===== src/rtl/serial_sub.sv =====
// Bit-serial unsigned subtractor: one full_sub cell, LSB first,
// WIDTH cycles per operation, registered result and done pulse.
module full_sub (
    input  logic a,
    input  logic b,
    input  logic bin,
    output logic diff,
    output logic bout
);
    assign diff = a ^ b ^ bin;
    assign bout = (~a & b) | (~(a ^ b) & bin);
endmodule

module serial_sub #(
    parameter int WIDTH = 8
) (
    input  logic             clk,
    input  logic             rst_n,
    input  logic             start,
    input  logic [WIDTH-1:0] a,
    input  logic [WIDTH-1:0] b,
    output logic             busy,
    output logic             done,
    output logic [WIDTH-1:0] diff,
    output logic             bout
);
    localparam int CW = $clog2(WIDTH) + 1;
    localparam logic [CW-1:0] LAST = CW'(WIDTH - 1);

    typedef enum logic [1:0] {IDLE, RUN, DONE} state_t;

    state_t           state;
    logic [WIDTH-1:0] sa;
    logic [WIDTH-1:0] sb;
    logic [WIDTH-1:0] res;
    logic             borrow;
    logic [CW-1:0]    cnt;
    logic             cell_d;
    logic             cell_b;

    full_sub u_cell (
        .a    (sa[0]),
        .b    (sb[0]),
        .bin  (borrow),
        .diff (cell_d),
        .bout (cell_b)
    );

    always_ff @(posedge clk or negedge rst_n) begin
        if (!rst_n) begin
            state  <= IDLE;
            sa     <= '0;
            sb     <= '0;
            res    <= '0;
            borrow <= 1'b0;
            cnt    <= '0;
            busy   <= 1'b0;
            done   <= 1'b0;
            diff   <= '0;
            bout   <= 1'b0;
        end else begin
            unique case (state)
                IDLE: begin
                    if (start) begin
                        sa     <= a;
                        sb     <= b;
                        borrow <= 1'b0;
                        cnt    <= '0;
                        busy   <= 1'b1;
                        state  <= RUN;
                    end
                end
                RUN: begin
                    // Difference bits enter at the MSB so bit 0 ends up at the LSB.
                    res    <= {cell_d, res[WIDTH-1:1]};
                    sa     <= sa >> 1;
                    sb     <= sb >> 1;
                    borrow <= cell_b;
                    cnt    <= cnt + CW'(1);
                    if (cnt == LAST) begin
                        diff  <= {cell_d, res[WIDTH-1:1]};
                        bout  <= cell_b;
                        busy  <= 1'b0;
                        done  <= 1'b1;
                        state <= DONE;
                    end
                end
                DONE: begin
                    done  <= 1'b0;
                    state <= IDLE;
                end
                default: state <= IDLE;
            endcase
        end
    end
endmodule

===== config.mk =====
export PLATFORM = sky130hd
export DESIGN_NAME = serial_sub
export DESIGN_NICKNAME = d
export VERILOG_FILES = /design/src/rtl/serial_sub.sv
export SDC_FILE = /design/constraint.sdc
export NUM_CORES = 1
export LEC_CHECK = 0
export CORE_ASPECT_RATIO = 1.4
export CORE_MARGIN = 1
export CORE_UTILIZATION = 58
export CTS_BUF_LIST = sky130_fd_sc_hd__clkbuf_8
export DETAILED_ROUTE_END_ITERATION = 12
export DONT_BUFFER_PORTS = 1
export HOLD_SLACK_MARGIN = 0.05
export PLACE_DENSITY = 0.78
export SLEW_MARGIN = 30
export SYNTH_ARGS = -nofsm -noshare
export SYNTH_HDL_FRONTEND = slang
export SYNTH_SLANG_ARGS = --single-unit

===== constraint.sdc =====
create_clock -name clk -period 1.3 [get_ports clk]
set_input_delay 0.325 -clock clk [delete_from_list [all_inputs] [get_ports clk]]
set_output_delay 0.325 -clock clk [all_outputs]
set_load 0.02 [all_outputs]

==> results of run 1 <==
[layer usage]
metal	vias to the layer above	GRT usage (%)	share of wire, %
met5	-	0	0
met4	0	16.4	2.4
met3	9	5.26	5.0
met2	46	46.9	54
met1	681	30.2	39
li1	624	-	-
[cells in the final DEF, fill, tap and decap left out, drive strengths merged]
cell / n
nor2: 3
fa: 1
o311ai: 1
clkinv: 2
nand3: 2
ha: 1
dfrtp: 41
a21oi: 15
a21o: 1
and2: 2
o21bai: 1
inv: 4
nand2b: 1
nor3: 1
a22o: 1
nor2b: 14
a22oi: 12
nand2: 31
mux2i: 2
a2bb2oi: 1
and2b: 2
clkbuf: 5
clkinvlp: 1
buf: 15
a31oi: 2
o21ai: 19
mux2: 8
[report_power, final]
part           internal [mW]  total [mW]  switching, mW
registers               1.82        2.43          0.606
logic                  0.947        1.95           1.00
clock network          0.370       0.829          0.459
[how the worst min path moves through the flow]
stage	cells after the start	from	to	slack (ps)
global route	0	rst_n	res[4]	-300
floorplan	0	rst_n	borrow	30
CTS	0	rst_n	sb[3]	-300
detailed placement	0	rst_n	sb[3]	30
finish	0	rst_n	sb[2]	-290
global placement	0	rst_n	sb[2]	30
[layout make-up]
| cell class | instances | area share [%] |
|---|---|---|
| clock buffer | 5 | 3.33 |
| clock inverter | 3 | 0.846 |
| inverter | 4 | 0.726 |
| multi-input combinational | 121 | 37.3 |
| sequential | 41 | 49.6 |
| tap | 37 | 2.24 |
| timing repair buffer | 15 | 5.99 |
[metrics by stage]
stage          hold WS (ps)  TNS, ps
2_1_floorplan          29.4     -450
3_3_place_gp           30.5     -117
3_5_place_dp           30.2     -618
4_1_cts                -301     -427
5_1_grt                -301    -1150
6_report               -292     -438
[cell families after synthesis]
group	Yosys count	synth area share, %
adders and majority gates	2	1.78
muxes	10	6.01
DFF	41	56.0
buffers and inverters	14	3.76
AOI/OAI and AO/OA	53	17.4
and+or+nand+nor	55	15.1
[critical path, cell delays in order (launching register included)]
cell     delay (ps)
dfrtp_1         360
ha_2            190
nand2_2          70
nor3_4          160
buf_6           150
mux2_2          330
[timing repair]
action                                  CTS  global route
gates cloned                              1             0
gates resized for setup                   7             8
endpoints found under the setup margin   21            20
setup buffers                             2             0
endpoints found under the hold margin    41            41
pin swaps                                 1             1
[flip-flops by register name, summed over array words and instances, names as in the netlist]
name,cells
busy,1
borrow,1
cnt,4
state,2
diff,8
res,7
bout,1
sa,8
done,1
sb,8
==> implementation parameters, run 1 <==
Parameter                              Value

Clock tree
  Clock-pin transition on the worst setup and hold timing paths    80 ps
  TritonCTS Buffers    5
  Clock Sink Count    41
  Insertion delay to the later sink of the worst-skew pair    300 ps
  Depth of the CTS H-tree    2
  Clock tree buffer depth    2
  CTS tree    done
  Clock tree root buffer cell    clkbuf_8

Placement
  Number of input and output port buffers inserted    0
  Weighted congestion reported at the end of routability-driven placement    0.748
  Setup Slack @ Placement    -80.1 ps
  Number of placed cells counting well taps    215
  Cell area after placement    1930 um2
  DPL Wire Length    2.53 mm

Power and ir drop
  Worst VDD drop    1.68 mV
  Overall power after layout    5.21 mW
  Pwr per Cell Area    2520 nW/um2
  Leakage Power    0.936 nW

Final layout
  Total Nets Final    209
  Non-filler cells in the finished layout    226
  Share of post-route cells with drive strength above 1    18.5%
  Area growth from synthesis to layout    13.0%
  Core occupancy in the finished layout    70.5%
  Finished layout cell area    2070 um2
  Area taken by multi-input logic gates    772 um2
  Storage cell area    1030 um2
  Number of inserted diodes    0
  Fill cell total of the finished layout    230

Timing
  Fmax    0.728 GHz
  Final Max Slew Viols    0
  Final setup vio count    8
  Smallest setup slack after layout    -74.0 ps
  Final critical path time including I/O delays and setup    1370 ps
  Post-route clock period utilization    106%
  Worst hold-check slack    -292 ps
  Tightest Pin Transition    324 ps
  Unrepaired setup endpoints after global routing    true
  Number of hold-slack violations in the final timing report    41
  Relative slew margins    78.1%
  Worst-case clock skew    4.60 ps

Global route
  Maximum number of pins on one net before global-route repair    42
  Global routing usage summed across all routing layers    26.7%
  Via count of the first global-routing pass    1394
  Final global-route overflow total    0
  Wire length of the first global-routing pass    6.47 mm
  Number of antenna violations at the first check in global routing    0

Worst setup path
  Critical path data arrival time    1570 ps
  Worst setup EP type    register
  Nature of the critical path startpoint    register
  Max Fanout on Critical Path    6
  Critical register-to-register path startpoint    cnt[1]
  Setup slack of the most critical reg-to-reg path    -70 ps
  Start point of the critical path    cnt[1]
  Last element of the critical path    diff[0]
  FF-to-FF End    diff[0]
  Required time of the worst setup path    1490 ps
  Kind of critical path    register to register
  Reg2Reg Depth    5

Floorplan
  Floorplan die width    49.5 um
  Starting utilization of the core area    62.4%
  Height of the chip    68.5 um
  Core Area    2940 um2
  Number of cell rows    23
  Floorplan die area    3390 um2
  IO Count    30

Detailed routing
  Detailed-route wire length per cell    17.6 um
  Post-detailed-routing wire length    3.99 mm
  Remaining number of nets flagged by the antenna check after routing    0
  Number of detailed-routing iterations run before antenna repair    4
  Number of DRC markers after the initial detailed-route iteration    44
  DRC violations left    0
  Detailed-route via count    1360
  Number of vias per cell    6.02

Synth
  Top cells by count, synth    41 x dfrtp_1, 31 x nand2_1, 18 x o21ai_0
  Count of yosys warnings during synthesis    0
  Synthesized flop and latch total    41
  Share of the synthesized area in the top cell type    56.0%
  Post-Syn Instances    175
  Mean area per synthesized cell    10.5 um2
  Synth async-reset ratio    100%
  Number of enable flip-flop cells after synthesis    0
  Net count of the mapped netlist    196
  Library cells used by synthesis    29
  Cell types occupying the most area after synthesis    dfrtp_1 56%, nand2_1 6.4%, o21ai_0 4.9%
  Cell with the most instances after synthesis    dfrtp_1
  Sequential share of the synthesized area    56.0%
  Most used flip-flop cell after synthesis    dfrtp_1
  Cell taking the most area after synthesis    dfrtp_1
  Post-Syn Area    1830 um2

Worst hold path
  Worst Hold Class    input port to async pin

Status
  Run status    finished, violations left
  Violations in the final reports    hold timing, setup timing

Job
  Max capacitance violation total    0
Power figures use the tool's default switching activity.
==> inputs of run 2 (changes only) <==
MAX_ROUTING_LAYER = met4   (was unset)
==> run 2 against run 1 <==
  * The run still ends with hold timing, setup timing left
  * Worst hold slack better by 2.4 ps
  * Count of clock-buffer cells in the layout stayed put
  * Combinational power hardly changed
  * Critical endpoint unchanged
  * Register-to-register slack hardly changed
  * Die area stayed put
  * Routed wire length is 0.65% lower
  * Sequential cell count stayed put
  * Sequential power hardly changed
  * Setup slack hardly changed
==> implementation parameters, run 2 (synthesis results as in run 1) <==
Parameter                              Value

Timing
  Number of hold-slack violations in the final timing report    41 (unchanged)
  Tightest Pin Transition    325 ps (was 324 ps)
  Fmax    0.728 GHz (about the same)
  Final Max Slew Viols    0 (unchanged)
  Worst hold-check slack    -289 ps (was -292 ps)
  Final critical path time including I/O delays and setup    1370 ps (about the same)
  Relative slew margins    78.1% (about the same)
  Worst-case clock skew    5.16 ps (was 4.60 ps)
  Unrepaired setup endpoints after global routing    true (unchanged)
  Post-route clock period utilization    106% (about the same)
  Smallest setup slack after layout    -74.3 ps (was -74.0 ps)
  Final setup vio count    8 (unchanged)
  Post-Route Setup TNS    -438 ps (about the same)

Worst setup path
  Worst setup EP type    register (unchanged)
  Max Fanout on Critical Path    6 (unchanged)
  Kind of critical path    register to register (unchanged)
  Critical path data arrival time    1560 ps (was 1570 ps)
  Nature of the critical path startpoint    register (unchanged)
  Setup slack of the most critical reg-to-reg path    -70 ps (about the same)
  Required time of the worst setup path    1490 ps (about the same)

Clock tree
  TritonCTS Buffers    5 (unchanged)
  CTS tree    done (unchanged)
  Clock Sink Count    41 (unchanged)
  Insertion delay to the later sink of the worst-skew pair    300 ps (about the same)
  Clock-pin transition on the worst setup and hold timing paths    80 ps (about the same)
  Clock tree buffer depth    2 (unchanged)
  Clock tree root buffer cell    clkbuf_8 (unchanged)
  Depth of the CTS H-tree    2 (unchanged)

Final layout
  Share of post-route cells with drive strength above 1    18.5% (unchanged)
  Most common cell after layout, fill and taps aside    dfrtp_1 (unchanged)
  Non-filler cells in the finished layout    226 (unchanged)
  Most frequent cells in the layout    41 x dfrtp_1, 30 x nand2_1, 15 x a21oi_1 (unchanged)
  Core occupancy in the finished layout    70.5% (unchanged)
  Total Nets Final    209 (unchanged)
  Area growth from synthesis to layout    13.0% (unchanged)
  Largest registers ranked by flip-flop count    diff (8), sa (8), sb (8) (unchanged)
  Fill cell total of the finished layout    230 (unchanged)
  Number of inserted diodes    0 (unchanged)

Floorplan
  Floorplan die width    49.5 um (unchanged)
  Floorplan die area    3390 um2 (unchanged)
  Height of the chip    68.5 um (unchanged)
  Core Area    2940 um2 (unchanged)
  Starting utilization of the core area    62.4% (unchanged)
  IO Count    30 (unchanged)
  Number of cell rows    23 (unchanged)

Detailed routing
  Detailed-route via count    1367 (was 1360)
  Post-detailed-routing wire length    3.96 mm (was 3.99 mm)
  Number of detailed-routing iterations run before antenna repair    4 (unchanged)
  Detailed-route wire length per cell    17.5 um (was 17.6 um)
  Number of DRC markers after the initial detailed-route iteration    43 (was 44)
  Remaining number of nets flagged by the antenna check after routing    0 (unchanged)
  DRC violations left    0 (unchanged)
  Number of vias per cell    6.05 (was 6.02)

Global route
  Final global-route overflow total    0 (unchanged)
  Global routing usage summed across all routing layers    27.6% (was 26.7%)
  Number of antenna violations at the first check in global routing    0 (unchanged)
  Wire length of the first global-routing pass    6.47 mm (about the same)
  Maximum number of pins on one net before global-route repair    42 (unchanged)
  Via count of the first global-routing pass    1400 (was 1394)

Placement
  Setup Slack @ Placement    -80.1 ps (unchanged)
  Weighted congestion reported at the end of routability-driven placement    0.757 (was 0.748)
  DPL Wire Length    2.53 mm (unchanged)
  Number of placed cells counting well taps    215 (unchanged)
  Number of input and output port buffers inserted    0 (unchanged)

Power and ir drop
  Worst VDD drop    1.68 mV (about the same)
  Leakage Power    0.936 nW (unchanged)
  Pwr per Cell Area    2520 nW/um2 (about the same)

Job
  Max capacitance violation total    0 (unchanged)

Status
  Run status    finished, violations left (unchanged)
  Violations in the final reports    hold timing, setup timing (unchanged)

Worst hold path
  Worst Hold Class    input port to async pin (unchanged)
run 2: cell counts in the layout (fill, tap and decap cells not counted):
Identical to the previous run, type by type.
run 2: where the power goes:
group / internal [mW] / leakage (nW) / total [mW] / switching (mW)
Combinational: 0.948 / 0.371 / 1.96 / 1.01
Sequential: 1.82 / 0.521 / 2.43 / 0.608
Clock: 0.370 / 0.0439 / 0.825 / 0.454
run 2: layout make-up:
class | instances | area [um2] | area share (%)
sequential | 41 | 1030 | 49.6
clock inverter | 3 | 17.5 | 0.846
inverter | 4 | 15.0 | 0.726
clock buffer | 5 | 68.8 | 3.33
multi-input combinational | 121 | 772 | 37.3
tap | 37 | 46.3 | 2.24
timing repair buffer | 15 | 124 | 5.99
run 2: per-layer routing:
| metal | share of wire (%) | track usage (%) | vias to the layer above | wire length (um) |
|---|---|---|---|---|
| met5 | 0 | - | - | 0 |
| met4 | 2.7 | 16.4 | 0 | 106 |
| met3 | 5.3 | 5.48 | 10 | 209 |
| met2 | 53 | 46.9 | 48 | 2120 |
| met1 | 39 | 30.4 | 682 | 1530 |
| li1 | - | - | 627 | - |
run 2: through the flow:
stage          area [um2]  power [mW]
2_1_floorplan        1840        3.60
3_3_place_gp         1930        4.09
3_5_place_dp         1930        4.23
4_1_cts              2060        5.19
5_1_grt              2070        5.55
6_report             2070        5.21
run 2: worst paths after layout:
kind | endpoint | startpoint | cells after the start
worst max-delay path | diff[0] | cnt[0] | 5
worst min-delay path | sb[3] | rst_n | 0
worst max register to register | diff[0] | cnt[0] | 5
worst min register to register | sb[2] | sb[2] | 2
max in group asynchronous | sa[5] | rst_n | 0
min in group clk | sb[3] | b[3] | 2
run 2: what timing repair did:
action	CTS	global route
pin swaps	1	1
setup buffers	2	0
endpoints found under the setup margin	21	21
hold endpoints to repair	41	41
resized for setup	7	8
gates cloned	1	0
run 2: worst max-delay path, stage by stage, from the launching register on:
cell,delay (ps)
dfrtp_1,360
ha_2,190
nand2_2,70
nor3_4,160
buf_6,150
mux2_2,330
==> inputs of run 3 (changes only) <==
CTS_BUF_LIST = sky130_fd_sc_hd__clkbuf_2   (was sky130_fd_sc_hd__clkbuf_8)
==> run 3 against run 2 <==
  * The flow finishes with violations (setup timing)
  * Sequential power hardly changed
  * Final cell count up 1.8%
  * Total power decreased by 3.4%
  * Clock power shrank 33%
  * Count of clock-buffer cells in the layout stayed put
  * Combinational power is 5% higher
  * First-iteration DRC count fell by 7.0%
  * Critical path depth is the same
  * Critical endpoint unchanged
  * Highest routed layer unchanged
==> implementation parameters, run 3 (synthesis results as in run 1) <==
Parameter                              Value

Status
  Run status    finished, violations left (unchanged)
  Violations in the final reports    setup timing (was hold timing, setup timing)

Placement
  DPL Wire Length    2.53 mm (unchanged)
  Weighted congestion reported at the end of routability-driven placement    0.757 (unchanged)
  Number of input and output port buffers inserted    0 (unchanged)

Power and ir drop
  Leakage Power    0.945 nW (was 0.936 nW)
  Overall power after layout    5.03 mW (was 5.21 mW)
  Worst VDD drop    1.95 mV (was 1.68 mV)
  Clock share of power    10.9% (was 15.8%)
  Pwr per Cell Area    2410 nW/um2 (was 2520 nW/um2)
  Internal Pwr Total    2.97 mW (was 3.14 mW)
  Switching pwr    2.07 mW (about the same)
  Combinational fraction of design power    40.9% (was 37.5%)
  Portion of total power attributed to sequential cells    48.2% (was 46.7%)
  Fraction of power spent switching nets    41.1% (was 39.7%)

Floorplan
  Height of the chip    68.5 um (unchanged)
  Floorplan die width    49.5 um (unchanged)
  Starting utilization of the core area    62.4% (unchanged)
  Core Area    2940 um2 (unchanged)
  Floorplan die area    3390 um2 (unchanged)
  Number of cell rows    23 (unchanged)
  IO Count    30 (unchanged)

Clock tree
  Clock tree root buffer cell    clkbuf_2 (was clkbuf_8)
  CTS tree    done (unchanged)
  Clock-pin transition on the worst setup and hold timing paths    210 ps (was 80 ps)
  TritonCTS Buffers    5 (unchanged)
  Clock Sink Count    41 (unchanged)
  Depth of the CTS H-tree    2 (unchanged)
  Clock tree buffer depth    2 (unchanged)
  Insertion delay to the later sink of the worst-skew pair    410 ps (was 300 ps)

Timing
  Final Max Slew Viols    0 (unchanged)
  Fmax    0.732 GHz (was 0.728 GHz)
  Smallest setup slack after layout    -65.6 ps (was -74.3 ps)
  Number of hold-slack violations in the final timing report    0 (was 41)
  Worst hold-check slack    88.2 ps (was -289 ps)
  Relative slew margins    77.8% (was 78.1%)
  Unrepaired setup endpoints after global routing    true (unchanged)
  Tightest Pin Transition    329 ps (was 325 ps)
  Final setup vio count    9 (was 8)
  Post-route clock period utilization    105% (was 106%)
  Final critical path time including I/O delays and setup    1370 ps (about the same)
  Worst-case clock skew    18.3 ps (was 5.16 ps)

Worst setup path
  Critical path data arrival time    1690 ps (was 1560 ps)
  Required time of the worst setup path    1630 ps (was 1490 ps)
  Delay-heaviest family, CP    flip-flops (unchanged)
  Kind of critical path    register to register (unchanged)
  Worst path slowest cell    dfrtp_1 (unchanged)
  Buffering stage count on the worst path with inverters included    1 (unchanged)
  Worst setup EP type    register (unchanged)
  Nature of the critical path startpoint    register (unchanged)
  Max Fanout on Critical Path    6 (unchanged)
  Setup slack of the most critical reg-to-reg path    -70 ps (about the same)
  Largest stage delay on the critical path    400 ps (was 360 ps)
  Chain of cells forming the critical path    ha_2 > nand2_2 > nor3_4 > buf_6 > mux2_2 (unchanged)

Global route
  Final global-route overflow total    0 (unchanged)
  Number of antenna violations at the first check in global routing    0 (unchanged)
  Via count of the first global-routing pass    1409 (was 1400)
  Maximum number of pins on one net before global-route repair    42 (unchanged)
  Wire length of the first global-routing pass    6.57 mm (was 6.47 mm)
  Global routing usage summed across all routing layers    27.7% (was 27.6%)

Detailed routing
  Detailed-route via count    1384 (was 1367)
  Post-detailed-routing wire length    3.95 mm (was 3.96 mm)
  Number of DRC markers after the initial detailed-route iteration    40 (was 43)
  DRC violations left    0 (unchanged)
  Detailed-route wire length per cell    17.2 um (was 17.5 um)
  Remaining number of nets flagged by the antenna check after routing    0 (unchanged)
  Number of vias per cell    6.02 (was 6.05)
  Number of detailed-routing iterations run before antenna repair    4 (unchanged)

Final layout
  Largest registers ranked by flip-flop count    diff (8), sa (8), sb (8) (unchanged)
  Most common cell after layout, fill and taps aside    dfrtp_1 (unchanged)
  Share of post-route cells with drive strength above 1    20.7% (was 18.5%)
  Total Nets Final    213 (was 209)
  Most frequent cells in the layout    39 x dfrtp_1, 30 x nand2_1, 15 x a21oi_1 (was 41 x dfrtp_1, 30 x nand2_1, 15 x a21oi_1)
  Number of inserted diodes    0 (unchanged)
  Area growth from synthesis to layout    13.9% (was 13.0%)

Job
  Max capacitance violation total    0 (unchanged)

Worst hold path
  Worst Hold Class    input port to register (was input port to async pin)
## run 3: cell types whose count changed in the layout (fill, tap and decap cells not counted), sizes merged
cell and delta:
buf +3, dlygate4sd3 +1
## run 3: layout make-up
cell class	count	area, um2
tap	37	46.3
timing repair buffer	19	181
fill	230	850
sequential	41	1030
inverter	4	15.0
clock buffer	5	25.0
multi-input combinational	121	772
clock inverter	3	17.5
## run 3: layer usage
| layer | share of wire (%) | vias up | track usage, % |
|---|---|---|---|
| li1 | - | 640 | - |
| met1 | 40 | 698 | 31.2 |
| met2 | 54 | 38 | 47.1 |
| met3 | 5.1 | 8 | 7.89 |
| met4 | 1.7 | 0 | 11.1 |
| met5 | 0 | - | - |
## run 3: worst paths after layout
kind | start | end | depth (start not counted)
min in group asynchronous | rst_n | state[1] | 2
min | a[2] | sa[2] | 2
max in group asynchronous | rst_n | diff[5] | 2
max reg2reg | cnt[1] | diff[0] | 5
min reg2reg | res[6] | res[5] | 2
max | cnt[1] | diff[0] | 5
## run 3: power groups by stage
| stage | logic [mW] | registers [mW] | clock network, mW |
|---|---|---|---|
| after global placement | 1.69 | 2.40 | 0 |
| after floorplan | 1.27 | 2.33 | 0 |
| after detailed placement | 1.79 | 2.44 | 0 |
| after CTS | 1.98 | 2.42 | 0.563 |
| final | 2.06 | 2.43 | 0.549 |
| after global routing | 2.28 | 2.50 | 0.612 |
## run 3: what timing repair did
item | in CTS | in global routing
hold buffers | 2 | 0
pin swaps | 0 | 1
endpoints found under the setup margin | 23 | 25
resized for setup | 8 | 10
hold endpoints to repair | 41 | 0
setup buffers | 3 | 1
cloned | 1 | 0
## run 3: worst register-to-register path: stages, from the launching register on
cell and delay, ps:
dfrtp_1 400, ha_2 190, nand2_2 70, nor3_4 160
buf_6 150, mux2_2 330
## run 3: per-stage QoR
stage / TNS [ps] / setup slack, ps / instances / area [um2] / utilization (%)
2_1_floorplan: -450 / -75.0 / 175 / 1840 / -
3_3_place_gp: -117 / -21.1 / 215 / 1930 / 65.6
3_5_place_dp: -618 / -80.1 / 215 / 1930 / 65.6
4_1_cts: -557 / -84.7 / 229 / 2060 / 70.2
5_1_grt: -1280 / -163 / 230 / 2090 / 71.1
6_report: -425 / -65.6 / 230 / 2090 / 71.1
